### config.mk
export PLATFORM = sky130hd
export DESIGN_NAME = ucsbece154b_bpred_gshare
export DESIGN_NICKNAME = d
export VERILOG_FILES = /design/src/rtl/ucsbece154b_bpred_gshare_pkg.sv /design/src/rtl/ucsbece154b_ras.sv /design/src/rtl/ucsbece154b_bpred_gshare.sv
export SDC_FILE = /design/constraint.sdc
export NUM_CORES = 2
export LEC_CHECK = 0
export ABC_AREA = 1
export CAP_MARGIN = 20
export CORE_MARGIN = 3
export CORE_UTILIZATION = 25
export CTS_BUF_LIST = sky130_fd_sc_hd__clkbuf_2
export CTS_CLUSTER_DIAMETER = 30
export DETAILED_ROUTE_END_ITERATION = 12
export DONT_BUFFER_PORTS = 1
export GPL_TIMING_DRIVEN = 0
export MAX_ROUTING_LAYER = met4
export SLEW_MARGIN = 10
export SYNTH_ARGS = -nofsm -noshare
export SYNTH_HDL_FRONTEND = slang
export SYNTH_SLANG_ARGS = --single-unit
### constraint.sdc
create_clock -name clk -period 2.75 [get_ports clk]
set_input_delay 0.275 -clock clk [delete_from_list [all_inputs] [get_ports clk]]
set_output_delay 0.275 -clock clk [all_outputs]
set_load 0.01 [all_outputs]
### src/rtl/ucsbece154b_bpred_gshare_pkg.sv
// Shared branch-type encodings and PHT helpers
// for the gshare branch predictor.
package ucsbece154b_bpred_gshare_pkg;

  typedef enum logic [1:0] {
    BT_BRANCH = 2'b00,
    BT_JAL    = 2'b01,
    BT_CALL   = 2'b10,
    BT_RET    = 2'b11
  } bt_e;

  // Weakly not-taken: just below the counter midpoint
  function automatic int unsigned pht_init(
    input int unsigned ctr_w
  );
    return (32'd1 << (ctr_w - 1)) - 32'd1;
  endfunction

endpackage

### src/rtl/ucsbece154b_ras.sv
// Circular return address stack; a push when full
// overwrites the oldest entry.
module ucsbece154b_ras #(
  parameter int DEPTH = 4
) (
  input  logic        clk,
  input  logic        reset_ni,
  input  logic        push_i,
  input  logic        pop_i,
  input  logic [31:0] push_data_i,
  output logic [31:0] top_o,
  output logic        empty_o
);

  localparam int PW = $clog2(DEPTH);
  localparam int CW = PW + 1;
  localparam logic [CW-1:0] FULL = CW'(DEPTH);

  logic [31:0]   stk_q [DEPTH];
  logic [PW-1:0] ptr_q, ptr_d;
  logic [CW-1:0] cnt_q, cnt_d;
  logic [PW-1:0] top_idx;

  assign top_idx = ptr_q - 1'b1;
  assign top_o   = stk_q[top_idx];
  assign empty_o = (cnt_q == '0);

  always_comb begin
    ptr_d = ptr_q;
    cnt_d = cnt_q;
    if (push_i) begin
      ptr_d = ptr_q + 1'b1;
      if (cnt_q != FULL) cnt_d = cnt_q + 1'b1;
    end else if (pop_i && !empty_o) begin
      ptr_d = ptr_q - 1'b1;
      cnt_d = cnt_q - 1'b1;
    end
  end

  always_ff @(posedge clk or negedge reset_ni) begin
    if (!reset_ni) begin
      ptr_q <= '0;
      cnt_q <= '0;
      for (int i = 0; i < DEPTH; i++) stk_q[i] <= '0;
    end else begin
      ptr_q <= ptr_d;
      cnt_q <= cnt_d;
      if (push_i) stk_q[ptr_q] <= push_data_i;
    end
  end

endmodule

### src/rtl/ucsbece154b_bpred_gshare.sv
// Tagged typed BTB + gshare PHT + RAS predictor:
// combinational lookup in F, trained from E.
module ucsbece154b_bpred_gshare
  import ucsbece154b_bpred_gshare_pkg::*;
#(
  parameter int BTB_IDX_W = 5,
  parameter int TAG_W     = 8,
  parameter int PHT_IDX_W = 7,
  parameter int CTR_W     = 2,
  parameter int RAS_DEPTH = 4
) (
  input  logic                 clk,
  input  logic                 reset_ni,
  input  logic [31:0]          pc_f_i,
  input  logic                 stall_f_i,
  output logic                 pred_taken_f_o,
  output logic [31:0]          pred_target_f_o,
  output logic [PHT_IDX_W-1:0] pht_idx_f_o,
  output logic [PHT_IDX_W-1:0] ghr_f_o,
  input  logic                 upd_valid_i,
  input  logic [31:0]          upd_pc_i,
  input  logic [1:0]           upd_type_i,
  input  logic                 upd_taken_i,
  input  logic [31:0]          upd_target_i,
  input  logic [PHT_IDX_W-1:0] upd_pht_idx_i,
  input  logic [PHT_IDX_W-1:0] upd_ghr_i,
  input  logic                 upd_mispredict_i
);

  localparam int NBTB = 1 << BTB_IDX_W;
  localparam int NPHT = 1 << PHT_IDX_W;
  localparam logic [CTR_W-1:0] PHT_INIT =
    CTR_W'(pht_init(CTR_W));
  localparam logic [CTR_W-1:0] CTR_MAX = {CTR_W{1'b1}};

  logic                 btb_v_q   [NBTB];
  logic [TAG_W-1:0]     btb_tag_q [NBTB];
  bt_e                  btb_typ_q [NBTB];
  logic [31:0]          btb_tgt_q [NBTB];
  logic [CTR_W-1:0]     pht_q     [NPHT];
  logic [PHT_IDX_W-1:0] ghr_q, ghr_d;

  logic [BTB_IDX_W-1:0] f_idx, w_idx;
  logic [TAG_W-1:0]     f_tag, w_tag;
  logic                 f_hit, f_taken;
  bt_e                  f_typ;
  logic [31:0]          f_dest, pc_plus4;
  logic [PHT_IDX_W-1:0] f_pht;
  logic [CTR_W-1:0]     pht_cur, pht_nxt;
  logic                 spec_en, repair, upd_br;
  logic                 ras_push, ras_pop, ras_empty;
  logic [31:0]          ras_top;
  logic                 unused_pc;

  assign unused_pc = ^{pc_f_i, upd_pc_i};

  assign f_idx = pc_f_i[BTB_IDX_W+1:2];
  assign f_tag = pc_f_i[BTB_IDX_W+TAG_W+1:BTB_IDX_W+2];
  assign w_idx = upd_pc_i[BTB_IDX_W+1:2];
  assign w_tag = upd_pc_i[BTB_IDX_W+TAG_W+1:BTB_IDX_W+2];
  assign f_hit = btb_v_q[f_idx] && (btb_tag_q[f_idx] == f_tag);
  assign f_typ = btb_typ_q[f_idx];
  assign f_pht = pc_f_i[PHT_IDX_W+1:2] ^ ghr_q;
  assign pc_plus4 = pc_f_i + 32'd4;

  always_comb begin
    f_taken = 1'b0;
    f_dest  = btb_tgt_q[f_idx];
    if (f_hit) begin
      unique case (f_typ)
        BT_BRANCH: f_taken = pht_q[f_pht][CTR_W-1];
        BT_JAL,
        BT_CALL:   f_taken = 1'b1;
        BT_RET: begin
          f_taken = 1'b1;
          if (!ras_empty) f_dest = ras_top;
        end
      endcase
    end
  end

  assign pred_taken_f_o  = f_taken;
  assign pred_target_f_o = f_taken ? f_dest : pc_plus4;
  assign pht_idx_f_o     = f_pht;
  assign ghr_f_o         = ghr_q;

  // E-stage repair wins over any fetch-side speculation
  assign spec_en  = !stall_f_i && !upd_mispredict_i && f_hit;
  assign repair   = upd_valid_i && upd_mispredict_i;
  assign upd_br   = (upd_type_i == BT_BRANCH);
  assign ras_push = spec_en && (f_typ == BT_CALL);
  assign ras_pop  = spec_en && (f_typ == BT_RET);

  always_comb begin
    ghr_d = ghr_q;
    if (repair) begin
      ghr_d = upd_br ?
        {upd_ghr_i[PHT_IDX_W-2:0], upd_taken_i} : upd_ghr_i;
    end else if (spec_en && f_typ == BT_BRANCH) begin
      ghr_d = {ghr_q[PHT_IDX_W-2:0], f_taken};
    end
  end

  always_comb begin
    pht_cur = pht_q[upd_pht_idx_i];
    pht_nxt = pht_cur;
    if (upd_taken_i && pht_cur != CTR_MAX)
      pht_nxt = pht_cur + 1'b1;
    else if (!upd_taken_i && pht_cur != '0)
      pht_nxt = pht_cur - 1'b1;
  end

  always_ff @(posedge clk or negedge reset_ni) begin
    if (!reset_ni) ghr_q <= '0;
    else           ghr_q <= ghr_d;
  end

  always_ff @(posedge clk or negedge reset_ni) begin
    if (!reset_ni) begin
      for (int i = 0; i < NPHT; i++) pht_q[i] <= PHT_INIT;
    end else if (upd_valid_i && upd_br) begin
      pht_q[upd_pht_idx_i] <= pht_nxt;
    end
  end

  always_ff @(posedge clk or negedge reset_ni) begin
    if (!reset_ni) begin
      for (int i = 0; i < NBTB; i++) begin
        btb_v_q[i]   <= 1'b0;
        btb_tag_q[i] <= '0;
        btb_typ_q[i] <= BT_BRANCH;
        btb_tgt_q[i] <= '0;
      end
    end else if (upd_valid_i && upd_taken_i) begin
      btb_v_q[w_idx]   <= 1'b1;
      btb_tag_q[w_idx] <= w_tag;
      btb_typ_q[w_idx] <= bt_e'(upd_type_i);
      btb_tgt_q[w_idx] <= upd_target_i;
    end
  end

  ucsbece154b_ras #(
    .DEPTH(RAS_DEPTH)
  ) u_ras (
    .clk        (clk),
    .reset_ni   (reset_ni),
    .push_i     (ras_push),
    .pop_i      (ras_pop),
    .push_data_i(pc_plus4),
    .top_o      (ras_top),
    .empty_o    (ras_empty)
  );

endmodule

# After elaboration in Yosys (flattened, before gate mapping)

Index checks and enable logic that the tools add are counted.

Output and inout port bits: 47
Register bits: 1772
Logic and storage cells: 375
Input port bits: 118

Reduce and logical (&&, ||, !) cells: 27
Bitwise gates (word level): 8
Mux-type cells: 54
Order comparisons: 9
Equal/unequal tests: 7
Add/sub/neg operators: 7

Operators with widths:

| cell                                           | count |
|---|---|
| bitwise mux 1024 bit                           | 1 |
| bitwise mux 256 bit                            | 2 |
| 2-to-1 mux 32 bit                              | 10 |
| binary-select mux 32 bit (select 5 bit)        | 1 |
| demux 32 bit (select 5 bit)                    | 1 |
| bitwise mux 128 bit                            | 1 |
| binary-select mux 32 bit (select 2 bit)        | 1 |
| bitwise mux 64 bit                             | 1 |
| demux 32 bit (select 2 bit)                    | 1 |
| binary-select mux 8 bit (select 5 bit)         | 1 |
| demux 8 bit (select 5 bit)                     | 1 |
| adder 32 x 3 -> 32 bit (second input constant) | 1 |
| OR 32 bit                                      | 1 |
| binary-select mux 2 bit (select 7 bit)         | 2 |
| 2-to-1 mux 2 bit                               | 12 |
| 2-to-1 mux 8 bit                               | 3 |
| 2-to-1 mux 7 bit                               | 3 |
| >= comparator 8 bit (second input constant)    | 2 |
| NOT 7 -> 8 bit                                 | 2 |
| logical AND 1 bit                              | 15 |
| demux 2 bit (select 7 bit)                     | 1 |
| >= comparator 6 bit (second input constant)    | 2 |
| NOT 5 -> 6 bit                                 | 2 |
| binary-select mux 2 bit (select 5 bit)         | 1 |
| 28 further kinds                               | 44 |

# Depth between registers and ports, before layout

Depth in word-level cells: 11
Depth in mapped cells: 27
Depth with buffers taken out: 26

# Cells and area by module

A second synthesis with hierarchy kept.

Cells, all modules: 10835
Area, all modules: 84756.3 µm²

Modules (own cells, without submodules):

| module                   | seq. area each (µm²) | cells an instance | times used | area an instance (µm²) |
|---|---|---|---|---|
| ucsbece154b_bpred_gshare | 41174.5              | 10161             | 1          | 78930.7 |
| ucsbece154b_ras          | 3328.2               | 674               | 1          | 5825.6 |

# Least setup slack after synthesis

Ideal clock, no wire load.

Path type: input port to flip-flop
From: input port upd_pht_idx_i[1]
To: register pht_q[39] (netlist bit)
Path slack: -56 ps
Stages: 18
Buffers on the path: 4
Arrival time: 2688 ps
Data required time: 2632 ps
Cells stage by stage: buf_2 -> nand3_1 -> inv_2 -> buf_1 -> a221oi_1 -> nand4_1 -> nand2_1 -> nand2_1 -> nand3b_1 -> nor2_2 -> inv_1 -> ha_1 -> nor2_1 -> nand2_1 -> clkbuf_1 -> buf_1 -> nand3_1 -> nand2_1

Cells in the longest elaborated chain, start to end: 9

RTL lines:

| element                                                           | line                                                             | source |
|---|---|---|
| start: declaration                                                | ucsbece154b_bpred_gshare.sv:25                                   | `input logic [PHT_IDX_W-1:0] upd_pht_idx_i,` |
| NOT 7 -> 8 bit (not written as such) *                            | ucsbece154b_bpred_gshare.sv:105, ucsbece154b_bpred_gshare.sv:122 |  |
| branches (longest 7 deep; another with subtractor 2 x 1 -> 2 bit) | n/a                                                              |  |
| bitwise mux 256 bit *                                             | ucsbece154b_bpred_gshare.sv:122                                  | `pht_q[upd_pht_idx_i] <= pht_nxt;` |
| end signal: indexed assignment                                    | ucsbece154b_bpred_gshare.sv:122                                  |  |
| end: declaration                                                  | ucsbece154b_bpred_gshare.sv:40                                   | `logic [CTR_W-1:0] pht_q [NPHT];` |

Mark *: on every way between the ends. The select of a mux whose other input is x is not followed.
A chain may end at the register's enable or synchronous reset.

# Worst setup path in the final report

From: input port pc_f_i[4]
To: output port pred_target_f_o[25]

Cells in the longest elaborated chain, start to end: 9

RTL lines:

| element                                                             | line                                                                                           | source |
|---|---|---|
| start: declaration                                                  | ucsbece154b_bpred_gshare.sv:14                                                                 | `input logic [31:0] pc_f_i,` |
| NOT 5 -> 6 bit (not written as such)                                | ucsbece154b_bpred_gshare.sv:61, ucsbece154b_bpred_gshare.sv:62, ucsbece154b_bpred_gshare.sv:68 |  |
| binary-select mux 2 bit (select 5 bit)                              | ucsbece154b_bpred_gshare.sv:62                                                                 | `assign f_typ = btb_typ_q[f_idx];` |
| 2-to-1 mux 2 bit (not written as such) (2 in series)                | ucsbece154b_bpred_gshare.sv:62                                                                 |  |
| equality test 2 bit or equality test 2 x 1 -> 1 bit (tied branches) | ucsbece154b_bpred_gshare.sv:70                                                                 | `unique case (f_typ)` |
| OR reduction 3 bit (no source line)                                 | n/a                                                                                            |  |
| one-hot mux 1 bit (2 select lines)                                  | ucsbece154b_bpred_gshare.sv:70                                                                 |  |
| 2-to-1 mux 1 bit                                                    | ucsbece154b_bpred_gshare.sv:69                                                                 | `if (f_hit) begin` |
| 2-to-1 mux 32 bit *                                                 | ucsbece154b_bpred_gshare.sv:83                                                                 | `assign pred_target_f_o = f_taken ? f_dest : pc_plus4;` |
| end: declaration                                                    | ucsbece154b_bpred_gshare.sv:17                                                                 | `output logic [31:0] pred_target_f_o,` |

Every way passes the cells marked *; elsewhere a longest branch is shown, timed or not. The select of a mux whose other input is x is not followed.

==> flow_metrics.py <==
metrics = {
    "logic_synthesis": {
        "synth_edf_count": 0,
        "synth-seq-cells": 1772,
        "async_flop_share": 1.00,
        "synth_cells": 10400,
        "synth_cell_types": 62,
        "syn_nets": 10500,
        "synth_area_leader_cell": "dfrtp_1",
        "ys_seq_area_frac": 0.534,
        "synthTopCellsByArea": "dfrtp_1 (49%), nand2_1 (13%), o21ai_0 (13%)",
        "yosys-top-cells-count": "nand2_1 (2836), o21ai_0 (2119), dfrtp_1 (1644)",
        "yosysWarnings": 0,
        "synth_most_common_cell": "nand2_1",
        "syn_area_per_cell_um2": 8.02,
        "ys.flop_type": "dfrtp_1",
        "synth_top_area_frac": 0.493,
        "netlist_area_mm2": 0.0834,
    },
    "final_layout": {
        "syn_to_final_growth_pct": 23.4,
        "layout.nets": 11500,
        "multi_input_area_mm2": 0.0357,
        "fillers": 35600,
        "seqCellArea_mm2": 0.0445,
        "fin_cells": 16200,
        "final_core_util": 0.311,
        "drive_gt1_frac": 0.160,
    },
    "status": {
        "outcome": "finished with violations",
        "violations": "hold timing, setup timing",
    },
    "power_and_ir_drop": {
        "irDropWorstVdd_mv": 0.327,
        "power.density_mw_per_mm2": 625,
        "p_leak_nw": 46.1,
    },
    "clock_network": {
        "cts_buffers": 527,
        "cts_tree": "done",
        "worstSkewPairLatency_ns": 1.86,
        "clock_path_buffers": 4,
        "cts_root_buffer": "clkbuf_2",
        "clk_pin_slew_ns": 0.07,
        "cts_max_level": 6,
        "clock_sinks": 1772,
    },
    "sta": {
        "finalClockSkew_ns": 0.258,
        "hold_ws_ns": -0.776,
        "drv_slew": 0,
        "max_freq_mhz": 186,
        "finalSetupTns_ns": -165.47,
        "setup_viol": 434,
        "slew_headroom": 0.0806,
        "period_minus_slack_ns": 5.39,
        "tightest_slew_ns": 1.38,
        "final-hold-violation-count": 111,
        "rsz0062_at_grt": "true",
        "min_period_over_period": 1.96,
        "finalWorstSetupSlack_ns": -2.64,
    },
    "critical_path": {
        "cp.required_ns": 2.48,
        "worstPathArrival_ns": 5.11,
        "crit_type": "primary input to output pin",
        "critical_path_peak_fanout": 11,
        "cp-start-kind": "primary input",
        "crit_path_end_kind": "output pin",
        "r2r_cells": 18,
    },
    "route": {
        "vias_per_cell": 5.51,
        "routed.top_layer": "met4",
        "wl_met1_um": 175000,
        "drt_first_iter_violations": 13900,
        "wl_met3_um": 68200,
        "drc": 0,
        "met2WireLength_um": 194000,
        "drt.antenna.violating_nets": 0,
        "dr_total_vias": 89300,
        "drt-total-wl_um": 476000,
        "drt-pass1-iter-count": 9,
        "wl_per_cell_um": 29.4,
    },
    "global_route": {
        "grt_pass1_vias": 82800,
        "grt_overflow": 0,
        "track_usage": 0.275,
        "grt_pass1_wl_um": 646000,
        "antenna_found_initial": 100,
        "grt_start_max_net_pins": 215,
    },
    "placement": {
        "finalWeightedCongestion": 1.11,
        "dpl_worst_slack_ns": -3.58,
        "dp.cells": 14800,
        "io_buffer_count": 0,
        "dp_hpwl_um": 328000,
    },
    "floorplan": {
        "core_mm2": 0.331,
        "dieArea_mm2": 0.341,
        "start_util": 0.252,
        "dieHeight_um": 584,
        "die_x_um": 584,
        "num_io_pins": 165,
        "num_rows": 211,
    },
    "run": {
        "cap_violations": 0,
    },
    "min_path": {
        "hold_depth": 8,
        "min_path_type": "primary input to flip-flop",
    },
}
[layout by cell type (no fill, tap or decap), drive strengths merged, types with 181 or more instances in the layout]
cell	count
dfrtp	1644
dlygate4sd3	256
nand3	525
buf	410
nor2	861
o22ai	181
inv	460
o21ai	2271
clkbuf	1390
nand2	2850
[worst max-delay path: stages]
cell and delay, ns:
buf_4 0.38, clkbuf_1 0.76, clkbuf_1 0.62, buf_8 0.25, clkbuf_2 0.55, o221ai_1 0.43, a31oi_1 1.10, o21ai_2 0.24
o21ai_0 0.24, o21ai_4 0.19
[path summary, 6_finish.rpt]
| path | start | endpoint | slack, ns |
|---|---|---|---|
| max in group asynchronous | reset_ni | btb_v_q[1] | 0.01 |
| min in group asynchronous | reset_ni | btb_tgt_q[614] | 0.55 |
| worst max-delay path | pc_f_i[4] | pred_target_f_o[25] | -2.64 |
| worst min register to register | btb_v_q[5] | btb_v_q[5] | 0.46 |
| worst max register to register | btb_tag_q[135] | ghr_f_o[0] | -0.60 |
| worst min-delay path | pc_f_i[8] | u_ras.cnt_q[2] | -0.78 |
[registers in the layout, summed over array words and instances, names as in the netlist]
name         count
btb_tgt_q     1024
btb_tag_q      256
pht_q          256
u_ras.stk_q    128
btb_typ_q       64
btb_v_q         32
ghr_f_o          7
u_ras.cnt_q      3
u_ras.ptr_q      2
[layer usage]
metal	vias up	GRT usage
li1	37000	-
met1	43600	0.326
met2	6885	0.373
met3	1806	0.113
met4	0	0.193
met5	-	-
[report_power, final]
group          switching [mW]  total, mW  internal (mW)
logic                    7.95       11.4           3.45
registers                1.68       30.4           28.7
clock network            12.9       22.5           9.51
total                    22.6       64.3           41.7
[repair_timing]
item	in CTS	in global routing
pin swaps	40	204
cloned	11	28
setup endpoints to repair	437	1465
endpoints found under the hold margin	2703	107
buffers inserted	27	51
hold buffers	259	1
resized for setup	476	473
[per-stage QoR]
stage | power, mW | instance area, um2
3_5_place_dp | 40.1 | 90000
4_1_cts | 63.0 | 99800
6_report | 64.3 | 103000
3_3_place_gp | 39.3 | 88900
5_1_grt | 66.5 | 103000
2_1_floorplan | 35.2 | 83400
[cells by family (layout without fill, tap and decap cells)]
group,after synthesis,count (layout),synth area share
AND/OR/NAND/NOR,4405,4409,0.211
AO/OA/AOI/OAI,2849,2849,0.184
flip-flops,1772,1772,0.534
buffers and inverters,1330,2667,0.0657
XOR/XNOR,35,35,0.00368
adder cells (fa/ha/maj),8,8,0.00120
other,0,118,0
[area by class of cell]
| cell class | count | share of cell area |
|---|---|---|
| Timing Repair Buffer | 447 | 0.0522 |
| Sequential cell | 1772 | 0.433 |
| Antenna cell | 118 | 0.00287 |
| Clock buffer | 738 | 0.0359 |
| Inverter | 455 | 0.0169 |
| Multi-Input combinational cell | 7301 | 0.347 |
| Tap cell | 4366 | 0.0531 |
| Buffer | 873 | 0.0462 |
| Clock inverter | 154 | 0.0129 |
No activity file was read; power rests on OpenSTA's default activity.
